==> config.mk <==
export PLATFORM = sky130hd
export DESIGN_NAME = booth2_mul_pipe_adder
export DESIGN_NICKNAME = d
export VERILOG_FILES = /design/src/rtl/booth2_mul_pipe_adder.sv
export SDC_FILE = /design/constraint.sdc
export NUM_CORES = 1
export LEC_CHECK = 0
export CAP_MARGIN = 25
export CORE_UTILIZATION = 46
export DETAILED_ROUTE_END_ITERATION = 10
export GPL_TIMING_DRIVEN = 0
export MAX_ROUTING_LAYER = met4
export PLACE_DENSITY = 0.77
export SYNTH_ARGS = -nofsm -noshare
export SYNTH_HDL_FRONTEND = slang
export SYNTH_SLANG_ARGS = --single-unit
==> constraint.sdc <==
create_clock -name clk -period 3.03 [get_ports clk]
set_input_delay 0.909 -clock clk [delete_from_list [all_inputs] [get_ports clk]]
set_output_delay 0.909 -clock clk [all_outputs]
set_load 0.01 [all_outputs]
==> src/rtl/booth2_mul_pipe_adder.sv <==
// Pipelined carry-lookahead add/subtract. The operands are cut into PIPE_STG groups
// (LSB first); each stage adds one group and passes its carry on through a register.

module booth2_mul_pipe_adder_seg #(
  parameter int W = 4
) (
  input  logic [W-1:0] a_i,
  input  logic [W-1:0] b_i,
  input  logic         c_i,
  output logic [W-1:0] s_o,
  output logic         g_o,
  output logic         p_o
);
  logic [W-1:0] g, p, c;

  assign g = a_i & b_i;
  assign p = a_i ^ b_i;

  // Group generate/propagate depend only on the operands, never on c_i.
  always_comb begin
    g_o = 1'b0;
    for (int i = 0; i < W; i++) g_o = g[i] | (p[i] & g_o);
  end
  assign p_o = &p;

  always_comb begin
    c    = '0;
    c[0] = c_i;
    for (int i = 0; i < W-1; i++) c[i+1] = g[i] | (p[i] & c[i]);
  end
  assign s_o = p ^ c;
endmodule

module booth2_mul_pipe_adder #(
  parameter int DATA_THR = 32,
  parameter int SEG_WD   = 4,
  parameter int PIPE_STG = 2
) (
  input  logic                clk,
  input  logic                rstn,
  input  logic                val_i,
  output logic                rdy_o,
  input  logic [DATA_THR-1:0] ai,
  input  logic [DATA_THR-1:0] bi,
  input  logic                cin,
  input  logic                sub_i,
  output logic                val_o,
  input  logic                rdy_i,
  output logic [DATA_THR-1:0] so,
  output logic                cout,
  output logic                ovf
);
  localparam int NSEG = DATA_THR / SEG_WD;
  localparam int PSAF = (PIPE_STG < 1) ? 1 : PIPE_STG;
  localparam int SPS  = NSEG / PSAF;
  localparam int GW   = SPS * SEG_WD;

  if ((PIPE_STG < 1) || (DATA_THR % SEG_WD != 0) || (NSEG % PSAF != 0)) begin : g_bad_param
    $error("booth2_mul_pipe_adder: illegal DATA_THR/SEG_WD/PIPE_STG combination");
  end

  logic [DATA_THR-1:0] b_eff;
  logic                c_eff, en;

  // Subtract is a + ~b + 1; cin only matters in add mode.
  assign b_eff = sub_i ? ~bi : bi;
  assign c_eff = sub_i | cin;
  assign en    = ~val_o | rdy_i;
  assign rdy_o = en;

  for (genvar k = 1; k <= PIPE_STG; k++) begin : g_stg
    localparam int UW = DATA_THR - (k-1)*GW;

    logic [UW-1:0]   a_in, b_in;
    logic            c_in, v_in;
    logic [GW-1:0]   gs;
    logic [SPS-1:0]  sg, sp;
    logic [SPS:0]    cs;
    logic [k*GW-1:0] s_d, s_q;
    logic            v_q, c_q;

    // Stage k sees only the not-yet-added upper operand bits; group k-1 is its LSB slice.
    if (k == 1) begin : g_src
      assign a_in = ai;
      assign b_in = b_eff;
      assign c_in = c_eff;
      assign v_in = val_i;
      assign s_d  = gs;
    end else begin : g_src
      assign a_in = g_stg[k-1].g_up.a_q;
      assign b_in = g_stg[k-1].g_up.b_q;
      assign c_in = g_stg[k-1].c_q;
      assign v_in = g_stg[k-1].v_q;
      assign s_d  = {gs, g_stg[k-1].s_q};
    end

    for (genvar j = 0; j < SPS; j++) begin : g_seg
      booth2_mul_pipe_adder_seg #(.W(SEG_WD)) u_seg (
        .a_i (a_in[j*SEG_WD +: SEG_WD]),
        .b_i (b_in[j*SEG_WD +: SEG_WD]),
        .c_i (cs[j]),
        .s_o (gs[j*SEG_WD +: SEG_WD]),
        .g_o (sg[j]),
        .p_o (sp[j])
      );
    end

    always_comb begin
      cs    = '0;
      cs[0] = c_in;
      for (int j = 0; j < SPS; j++) cs[j+1] = sg[j] | (sp[j] & cs[j]);
    end

    always_ff @(posedge clk or negedge rstn) begin
      if (!rstn) begin
        v_q <= 1'b0;
        c_q <= 1'b0;
        s_q <= '0;
      end else if (en) begin
        v_q <= v_in;
        if (v_in) begin
          c_q <= cs[SPS];
          s_q <= s_d;
        end
      end
    end

    if (k < PIPE_STG) begin : g_up
      logic [UW-GW-1:0] a_q, b_q;
      always_ff @(posedge clk or negedge rstn) begin
        if (!rstn) begin
          a_q <= '0;
          b_q <= '0;
        end else if (en && v_in) begin
          a_q <= a_in[UW-1:GW];
          b_q <= b_in[UW-1:GW];
        end
      end
    end else begin : g_last
      logic ovf_d, ovf_q;
      assign ovf_d = (a_in[GW-1] == b_in[GW-1]) && (gs[GW-1] != a_in[GW-1]);
      always_ff @(posedge clk or negedge rstn) begin
        if (!rstn)           ovf_q <= 1'b0;
        else if (en && v_in) ovf_q <= ovf_d;
      end
    end
  end

  assign val_o = g_stg[PIPE_STG].v_q;
  assign so    = g_stg[PIPE_STG].s_q;
  assign cout  = g_stg[PIPE_STG].c_q;
  assign ovf   = g_stg[PIPE_STG].g_last.ovf_q;
endmodule

==> summary.md <==
| Metric | Value |
|---|---|
| Via total after detailed routing | `3461` |
| CTS tree | `done` |
| Crit share post-route | `1.11` |
| Total track usage | `0.223` |
| Worst Max-Slew Pin Slew | `0.597 ns` |
| CP startpoint kind | `primary input` |
| Hold WS | `0.435 ns` |
| Setup violations, final | `7` |
| First-pass GRT wire length | `16800 um` |
| Die ar. | `0.0107 mm^2` |
| Layout cells sized above 1 | `0.232` |
| Final Max Tran Viols | `0` |
| Worst slew margin | `0.602` |
| Worst skew pair latency | `0.34 ns` |
| Vias per cell | `5.08` |
| Worst endpoint required time | `3.24 ns` |
| CTS buffer count | `9` |
| Starting density of the core | `0.479` |
| Most used flip-flop cell after synthesis | `dfrtp_1` |
| Number of global-route vias before repair | `3487` |
| Post-Layout Cell Count | `681` |
| CTS H-tree depth | `3` |
| Mapped cell area | `0.00472 mm^2` |
| Remaining DRCs | `0` |
| Rows | `36` |
| Clk pwr share | `0.142` |
| Final setup skew | `0.00411 ns` |
| WS Path Type | `primary input to flip-flop` |
| Arr. time, crit path | `3.59 ns` |
| Core Region | `0.00986 mm^2` |
| Clock tree buffer depth | `2` |
| DRT antenna net count | `0` |
| Clk slew on worst S/H paths | `0.07 ns` |
| Diodes inserted | `0` |
| Seq/Total Area, Yosys | `0.450` |
| Final nets | `675` |
| Critical-path maximum fanout | `2` |
| Pwr/cell area | `659 mW/mm^2` |
| Max Clk Rate | `296 MHz` |
| Synth Register Bits | `85` |
| Number of antenna violations at the first check in global routing | `0` |
| Largest net degree at the start of global routing | `67` |
| Most common cell in the netlist | `dfrtp_1` |
| WL per Instance | `16.2 um` |
| Ports | `106` |
| Placed inst area | `0.00601 mm^2` |
| Max rail drop VDD | `0.000298 V` |
| Number of synthesis warnings | `0` |
| Register area | `0.00213 mm^2` |
| Netlist cell types | `31` |
| Critical Path Slowest Stage Cell | `fa_2` |
| CTS root buffer | `clkbuf_8` |
| Cells after DPL | `647` |
| Min-Delay Path Class | `primary input to asynchronous set/reset pin` |
| Area of the multi-input gates | `0.00264 mm^2` |
| Reg power frac | `0.407` |
| Mapped Avg Cell Area | `11.5 um^2` |
| Post-DP HPWL | `8230 um` |
| Leak pwr | `2.93 nW` |
| Routed wire length | `11000 um` |
| Synth Instances | `409` |
| Area leader, netlist | `dfrtp_1` |
| Post-synth EDFFs | `0` |
| 1st-pass router iterations | `4` |
| Top cells by area, synth | `dfrtp_1 45%, fa_1 10%, mux2_2 8.8%` |
| CP peak stage delay | `0.52 ns` |
| # hold bufs at CTS | `0` |
| Die Y-Extent | `103 um` |
| Synthesized Nets | `535` |
| Violated checks | `setup timing` |
| Fraction of registers with async set/reset | `1.00` |
| Initial detailed-routing violation count | `142` |
| Final min period | `3.38 ns` |
| Critical-path cell list | `clkdlybuf4s50_1 -> ha_1 -> nand4_1 -> or3_1 -> o21a_1 -> fa_2 -> fa_2 -> fa_2 -> o21ai_1` |
| Top cells by count, synth | `85 x dfrtp_1, 47 x nand2_1, 39 x o21ai_0, 37 x mux2_2, 32 x ha_1` |
| Nature of the critical path endpoint | `flip-flop` |
| Cell Int Power | `0.00289 W` |
| Combinational power share | `0.451` |
| Psw | `0.00142 W` |
| Run status | `finished, violations left` |
| Crit-path most repeated cell | `fa_2` |
| # clock sinks | `85` |
| Count of input and output buffers | `104` |
| Fin. Hold Viols | `0` |
| Gr ovfl total | `0` |
| Max-cap violations | `0` |
| Gp weighted congestion | `0.833` |
| Final Cell Area | `0.00655 mm^2` |
| Total power draw | `0.00432 W` |
| RSZ-0062 raised after global routing | `true` |
| Post-synth top area share | `0.450` |
| Die width | `103 um` |
| Setup slack after layout | `-0.345 ns` |
| Switch share | `0.330` |
| Fill cell count | `741` |
| Synthesis-to-layout area growth | `38.7%` |
==> cells in the final DEF, fill, tap and decap left out, drive strengths merged, types with 21 or more instances in the layout <==
master         count
o21ai             45
inv               29
xor2              21
buf               40
dfrtp             85
ha                32
nand2             48
mux2              43
clkdlybuf4s50     87
fa                24
==> sequential cells by signal, indices dropped and copies added (netlist names) <==
| signal | flops |
|---|---|
| g_stg.s_q | 16 |
| g_stg.g_up.b_q | 16 |
| g_stg.g_up.a_q | 16 |
| g_stg.c_q | 1 |
| so | 32 |
| g_stg.v_q | 1 |
| val_o | 1 |
| ovf | 1 |
| cout | 1 |
==> power by group through the flow <==
stage                     logic [W]  clock network (W)  registers, W
after floorplan            0.000807                  0       0.00183
after global placement      0.00166                  0       0.00176
after detailed placement    0.00174                  0       0.00178
after CTS                   0.00182           0.000629       0.00176
after global routing        0.00213           0.000660       0.00180
final                       0.00195           0.000613       0.00176
==> metrics by stage <==
stage                     utilization  setup slack [ns]  TNS [ns]
after global placement          0.607             -1.90   -168.15
after detailed placement        0.609            -0.946     -8.44
after floorplan                     -            -0.575     -2.84
after CTS                       0.640            -0.456     -2.11
final                           0.664            -0.345     -1.93
after global routing            0.664            -0.419     -2.63
==> logic make-up after synthesis <==
family | after synthesis | share of synthesized area
flip-flops | 85 | 0.450
AO/OA/AOI/OAI | 73 | 0.0848
AND/OR/NAND/NOR | 65 | 0.0588
adder cells (fa/ha/maj) | 56 | 0.187
buffers and inverters | 46 | 0.0408
multiplexers | 43 | 0.103
XOR/XNOR | 41 | 0.0760
==> worst max-delay path: cells and delay by family <==
family	cells	cell delay, ns
AOI/OAI and AO/OA	2	0.28
adders and majority gates	4	1.49
and+or+nand+nor	2	0.47
buffers and inverters	1	0.42
==> area by class of cell <==
cell class / instances / area share
timing repair buffer: 129 / 0.190
tap: 133 / 0.0254
clock buffer: 9 / 0.0189
inverter: 29 / 0.0166
buffer: 17 / 0.0197
clock inverter: 1 / 0.000764
sequential: 85 / 0.325
multi-input combinational: 278 / 0.404
==> metal layers <==
layer,up-vias,track usage,part of all wire
li1,1645,-,-
met1,1725,0.264,0.42
met2,79,0.394,0.54
met3,12,0.0235,0.026
met4,0,0.0834,0.012
met5,-,-,0
==> final timing paths <==
kind                                       from               end  slack [ns]  cells after the start
max reg2reg                g_stg[1].g_up.a_q[0]               ovf       -0.03                     10
min reg2reg                     g_stg[1].s_q[4]   g_stg[1].s_q[4]        0.48                      2
max in group asynchronous                  rstn             so[7]        2.00                      2
min                                        rstn            so[24]        0.43                      1
max                                       ai[4]  g_stg[1].s_q[14]       -0.35                      9
min in group clk                g_stg[1].s_q[4]   g_stg[1].s_q[4]        0.48                      2
==> timing repair <==
action                                 CTS  global route
buffers inserted                        16             8
endpoints found under the hold margin    0             0
pin swaps                               33            29
resized for setup                       35            33
setup endpoints to repair               14            14
Power figures use the tool's default switching activity.
==> edit 1: new RTL, same flow settings <==
Make the reset (`rstn`) synchronous in 3 clocked blocks.
--- a/src/rtl/booth2_mul_pipe_adder.sv
+++ b/src/rtl/booth2_mul_pipe_adder.sv
@@ -113,3 +113,3 @@
 
-    always_ff @(posedge clk or negedge rstn) begin
+    always_ff @(posedge clk) begin
       if (!rstn) begin
@@ -129,3 +129,3 @@
       logic [UW-GW-1:0] a_q, b_q;
-      always_ff @(posedge clk or negedge rstn) begin
+      always_ff @(posedge clk) begin
         if (!rstn) begin
@@ -141,3 +141,3 @@
       assign ovf_d = (a_in[GW-1] == b_in[GW-1]) && (gs[GW-1] != a_in[GW-1]);
-      always_ff @(posedge clk or negedge rstn) begin
+      always_ff @(posedge clk) begin
         if (!rstn)           ovf_q <= 1'b0;
Formal check against the unedited RTL: differs if rstn is asserted again (counterexample within 4 cycles, from zero or initial values and one cycle with rstn low); with rstn held inactive, the same outputs for 4 cycles.
==> edit 1 against the original RTL <==
  * The flow still finishes with violations (setup timing)
  * Setup slack lost 0.27 ns
  * Sequential share of layout area shrank 6.6 points
  * Die area is 1.5% higher
  * Critical path depth grew 5
  * Cell area up 0.75%
  * Synthesized area up 1.5%
  * Routed wire length increased by 15%
  * Sequential cell count unchanged
  * Highest routed layer unchanged
Power is not compared: it rests on default switching activity, and its combinational part moved more than twofold at a synthesized area within 25%.
==> edit 1: results (changes against the original RTL) <==
Parameter                              Value

Status
  Status    finished with violations
  Failing checks    setup timing

Timing
  Final critical-path setup slack    -0.612 ns (-0.267 ns)
  Worst slew pin tran    0.553 ns (-0.0438 ns)
  Setup Skew    0.00661 ns (+0.00249 ns)
  Setup violation total in the final timing report    8 (+1)

Pwr
  Highest ir drop seen on vdd    0.000255 V
  Leakage power total    0.00299 µW

Synth
  Sequential element share of the synthesized area    0.355 (-0.0955)
  Library cell occupying the most area in the post-synthesis netlist    dfxtp_1
  Async SR Flop Fraction    0 (-1.00)
  Synth top cells by count    nand2_1 (140), dfxtp_1 (85), a21boi_0 (48)
  Post-synthesis cell type count    32 (+3.2%)
  Post-synth net total    650 (+21%)
  Most used DFF post-synth    dfxtp_1
  Synthesis Warnings    0 (unchanged)
  Main area contributors after synthesis    dfxtp_1 (35%), nand2_1 (11%), fa_1 (10%)

GRT
  Largest net degree at the start of global routing    14 (-79%)
  Via count of the first global-routing pass    4346 (+25%)
  Overall routing resource usage    0.243 (+0.0197)
  Initial antenna violation count    0 (unchanged)
  Wire length of the first global-routing pass    20200 µm (+20%)

Critical path
  Delay-heaviest family, CP    adder cells
  Launch instance of the worst register-to-register path    g_stg[1].g_up.a_q[1]
  Beginning of the critical path    sub_i
  Slowest cell on crit path    fa_2
  Max Fanout on Critical Path    5 (+3)
  Arrival time of the worst setup path    3.89 ns (+0.30 ns)

Finish
  Number of combinational gates with multiple inputs    377 (+36%)
  Clock Network Area Fraction    0.0290 (+0.00934)
  # nets final    785 (+16%)
  Buffering overhead    0.211 (+0.00167)
  Ratio of cells with drive above 1 in the final layout    0.149 (-0.0827)
  Fraction of area in multi-input gates    0.458 (+0.0543)
  Fill count    790 (+6.6%)
  Count of non-CTS inverters in the layout    31 (+6.9%)
  Number of clock buffers in the layout    11 (+2)
  Combined flip-flop and latch cell area    1710 µm² (-20%)
  Non-clk bufs    155 (+6.2%)
  Antenna diode instance count    0 (unchanged)

Clock network
  # resized after CTS    28 (-20%)
  TritonCTS Sinks    85 (unchanged)
  H-tree levels    3 (unchanged)
  Bufs on Longest Clock Path    2 (unchanged)
  Postcts setup bufs    18 (+2)
  Clock Latency Late Sink    0.36 ns (+0.02 ns)
  Clock-pin slew reported for the worst setup and hold paths after clock tree synthesis    0.08 ns

Placed design
  Count of input and output buffers    103 (-0.96%)
  Global placement routability congestion    0.867 (+4.1%)
  Dpl hpwl    9260 µm (+12%)

Hold path
  Class of the worst hold path    reg2reg

Routing
  Post-detailed-route wirelength per cell    15.9 µm (-1.9%)
  TritonRoute pass-1 iters    5 (+1)
  Initial detailed-routing violation count    132 (-7.0%)
  Vias    4142 (+20%)
  DRC errors left    0 (unchanged)
==> edit 1: cell count changes after synthesis, sizes merged, moves of 33 or more <==
cell / before / now
mux2: 43 / 0
o211a: 0 / 33
dfxtp: 0 / 85
o21ai: 45 / 7
dfrtp: 85 / 0
nand2: 48 / 140
a21boi: 0 / 48
==> edit 1: cell families (layout without fill, tap and decap cells) <==
kind of cell | count (synthesis) | in the layout | share of synthesized area
buffers and inverters | 62 | 202 | 0.0598
xor gates and xnor gates | 41 | 41 | 0.0749
and+or+nand+nor | 162 | 162 | 0.136
DFF | 85 | 85 | 0.355
adders and majority gates | 56 | 56 | 0.184
AOI/OAI and AO/OA | 118 | 118 | 0.191
==> edit 1: per-layer routing <==
metal  global-route usage  wire, µm
met1                0.269      5330
met2                0.428      6470
met3               0.0576       599
met4               0.0796       280
met5                    -         0
==> edit 1: power breakdown <==
group | internal, µW | switching [µW]
logic | 406 | 367
registers | 1200 | 64.3
clock network | 398 | 390
total | 2010 | 821
==> edit 1: final timing paths <==
check                     end  slack, ns  depth (start not counted)
max reg2reg            so[31]       0.12                         11
max          g_stg[1].s_q[14]      -0.61                         14
min          g_stg[1].s_q[11]       0.46                          2
min reg2reg  g_stg[1].s_q[11]       0.46                          2
==> edit 1: stage by stage <==
stage | TNS [ns] | power, µW | area, µm² | setup slack, ns | std cells
finish | -3.17 | 2830 | 6600 | -0.612 | 797
global route | -3.96 | 2990 | 6600 | -0.694 | 797
CTS | -2.26 | 2790 | 6420 | -0.505 | 793
detailed placement | -9.13 | 1970 | 6060 | -1.10 | 760
global placement | -8.10 | 1940 | 6060 | -1.04 | 760
floorplan | -3.42 | 1690 | 4860 | -0.625 | 524
==> edit 2: new RTL, config.mk and constraints unchanged <==
Without the edit above. Change the parameter `PIPE_STG` from 2 to 4.
--- a/src/rtl/booth2_mul_pipe_adder.sv
+++ b/src/rtl/booth2_mul_pipe_adder.sv
@@ -36,3 +36,3 @@
   parameter int SEG_WD   = 4,
-  parameter int PIPE_STG = 2
+  parameter int PIPE_STG = 4
 ) (
Formal check against the unedited RTL: not equivalent (Yosys sat finds a counterexample within 4 cycles, from zero or initial values and one cycle with rstn low).
==> edit 2 against the original RTL <==
  * The run ends with DRC left
  * Sequential cell count rose by 100
  * Cell area rose by 63%
  * Count of clock-buffer cells in the layout rose by 8
  * Fmax rose by 15%
  * Power rose to 2.6 times the old value
  * Synthesized area rose by 81%
  * Critical path depth rose by 2
  * Via count rose by 52%
  * Setup slack improved by 0.45 ns
  * Routed wire length rose by 62%
  * Largest power group unchanged
==> edit 2: results (changes against the original RTL) <==
Parameter                              Value

GRT
  Met1 capacity usage during global routing    0.252 (-0.0122)
  Wire length of the first global-routing pass    29400 µm (+75%)
  Global routing met2 resource utilization    0.346 (-0.0486)
  Largest net degree at the start of global routing    125 (+87%)
  Overall routing resource usage    0.207 (-0.0161)

Synth
  Synth top cells by count    dfrtp_1 (185), mux2_2 (107), o21ai_0 (61)
  Post-synthesis cell type count    40 (+29%)
  Adder-cell area share of the yosys netlist    0.103 (-0.0837)
  Area share of xor/xnor cells in the synthesized design    0.0419 (-0.0341)
  Post-synth net total    756 (+41%)
  Main area contributors after synthesis    dfrtp_1 (54%), mux2_2 (14%), fa_1 (5.6%)
  Compound-cell area share of the yosys netlist    0.0549 (-0.0299)

Status
  Status    finished with violations
  Failing checks    DRC

Die
  Standard-cell rows    49 (+36%)

Clock network
  Clock Latency Late Sink    0.44 ns (+0.10 ns)
  H-tree levels    4 (+1)
  Clock root cell    clkbuf_16
  TritonCTS Sinks    185 (+120%)

Pwr
  Combinational fraction of design power    0.394 (-0.057)
  Net switching power    3620 µW (+150%)
  Leakage power total    0.00475 µW (+62%)
  Internal power    7460 µW (+160%)

Routing
  Vias    5246 (+52%)
  Initial detailed-routing violation count    239 (+68%)
  Post-detailed-route wirelength per cell    18.0 µm (+11%)
  Wire length on met1    7720 µm (+66%)
  DRC errors left    10 (+10)

Finish
  Fill count    1435 (+94%)
  Non-clk bufs    136 (-6.8%)
  Combined flip-flop and latch cell area    4630 µm² (+120%)
  Clock Network Area Fraction    0.0599 (+0.0403)
  Ratio of cells with drive above 1 in the final layout    0.274 (+0.0426)
  Count of non-CTS inverters in the layout    27 (-6.9%)
  Number of clock buffers in the layout    17 (+8)
  Buffering overhead    0.124 (-0.0857)
  # nets final    882 (+31%)
  Fraction of area in multi-input gates    0.345 (-0.0589)

Critical path
  Depth of the worst register-to-register path    9 (-1)
  Arrival time of the worst setup path    3.24 ns (-0.35 ns)
  Setup slack of the most critical reg-to-reg path    0.14 ns (+0.17 ns)
  CP max stage delay    0.37 ns (-0.15 ns)
  Worst R2R End    g_stg[3].s_q[22]
  Beginning of the critical path    bi[0]

Placed design
  Dpl cell area    9960 µm² (+66%)
  Dpl hpwl    12900 µm (+56%)

Timing
  Setup Skew    0.0101 ns (+0.00603 ns)
==> edit 2: worst max-delay path by stage <==
stage	to
5_1_grt	g_stg[3].s_q[22]
4_1_cts	g_stg[1].s_q[7]
3_3_place_gp	so[1]
3_5_place_dp	g_stg[1].s_q[7]
2_1_floorplan	g_stg[1].s_q[6]
6_report	g_stg[1].s_q[7]
==> edit 2: metrics by stage <==
step           utilization  instances  setup TNS, ns  hold slack [ns]  setup slack, ns
5_1_grt              0.589        998              0            0.435          0.00343
6_report             0.589        998              0            0.410            0.102
4_1_cts              0.587        998              0            0.414         0.000346
2_1_floorplan            -        630         -0.385            0.444           -0.201
3_3_place_gp         0.549        963       -1124.80            0.457            -6.09
3_5_place_dp         0.551        964          -2.38            0.471           -0.658
==> edit 2: timing repair <==
| item | CTS | global route |
|---|---|---|
| gates resized for setup | 12 | 9 |
| endpoints found under the setup margin | 5 | 8 |
| buffers inserted | 4 | 0 |
| pin swaps | 12 | 6 |
| endpoints found under the hold margin | 0 | 0 |
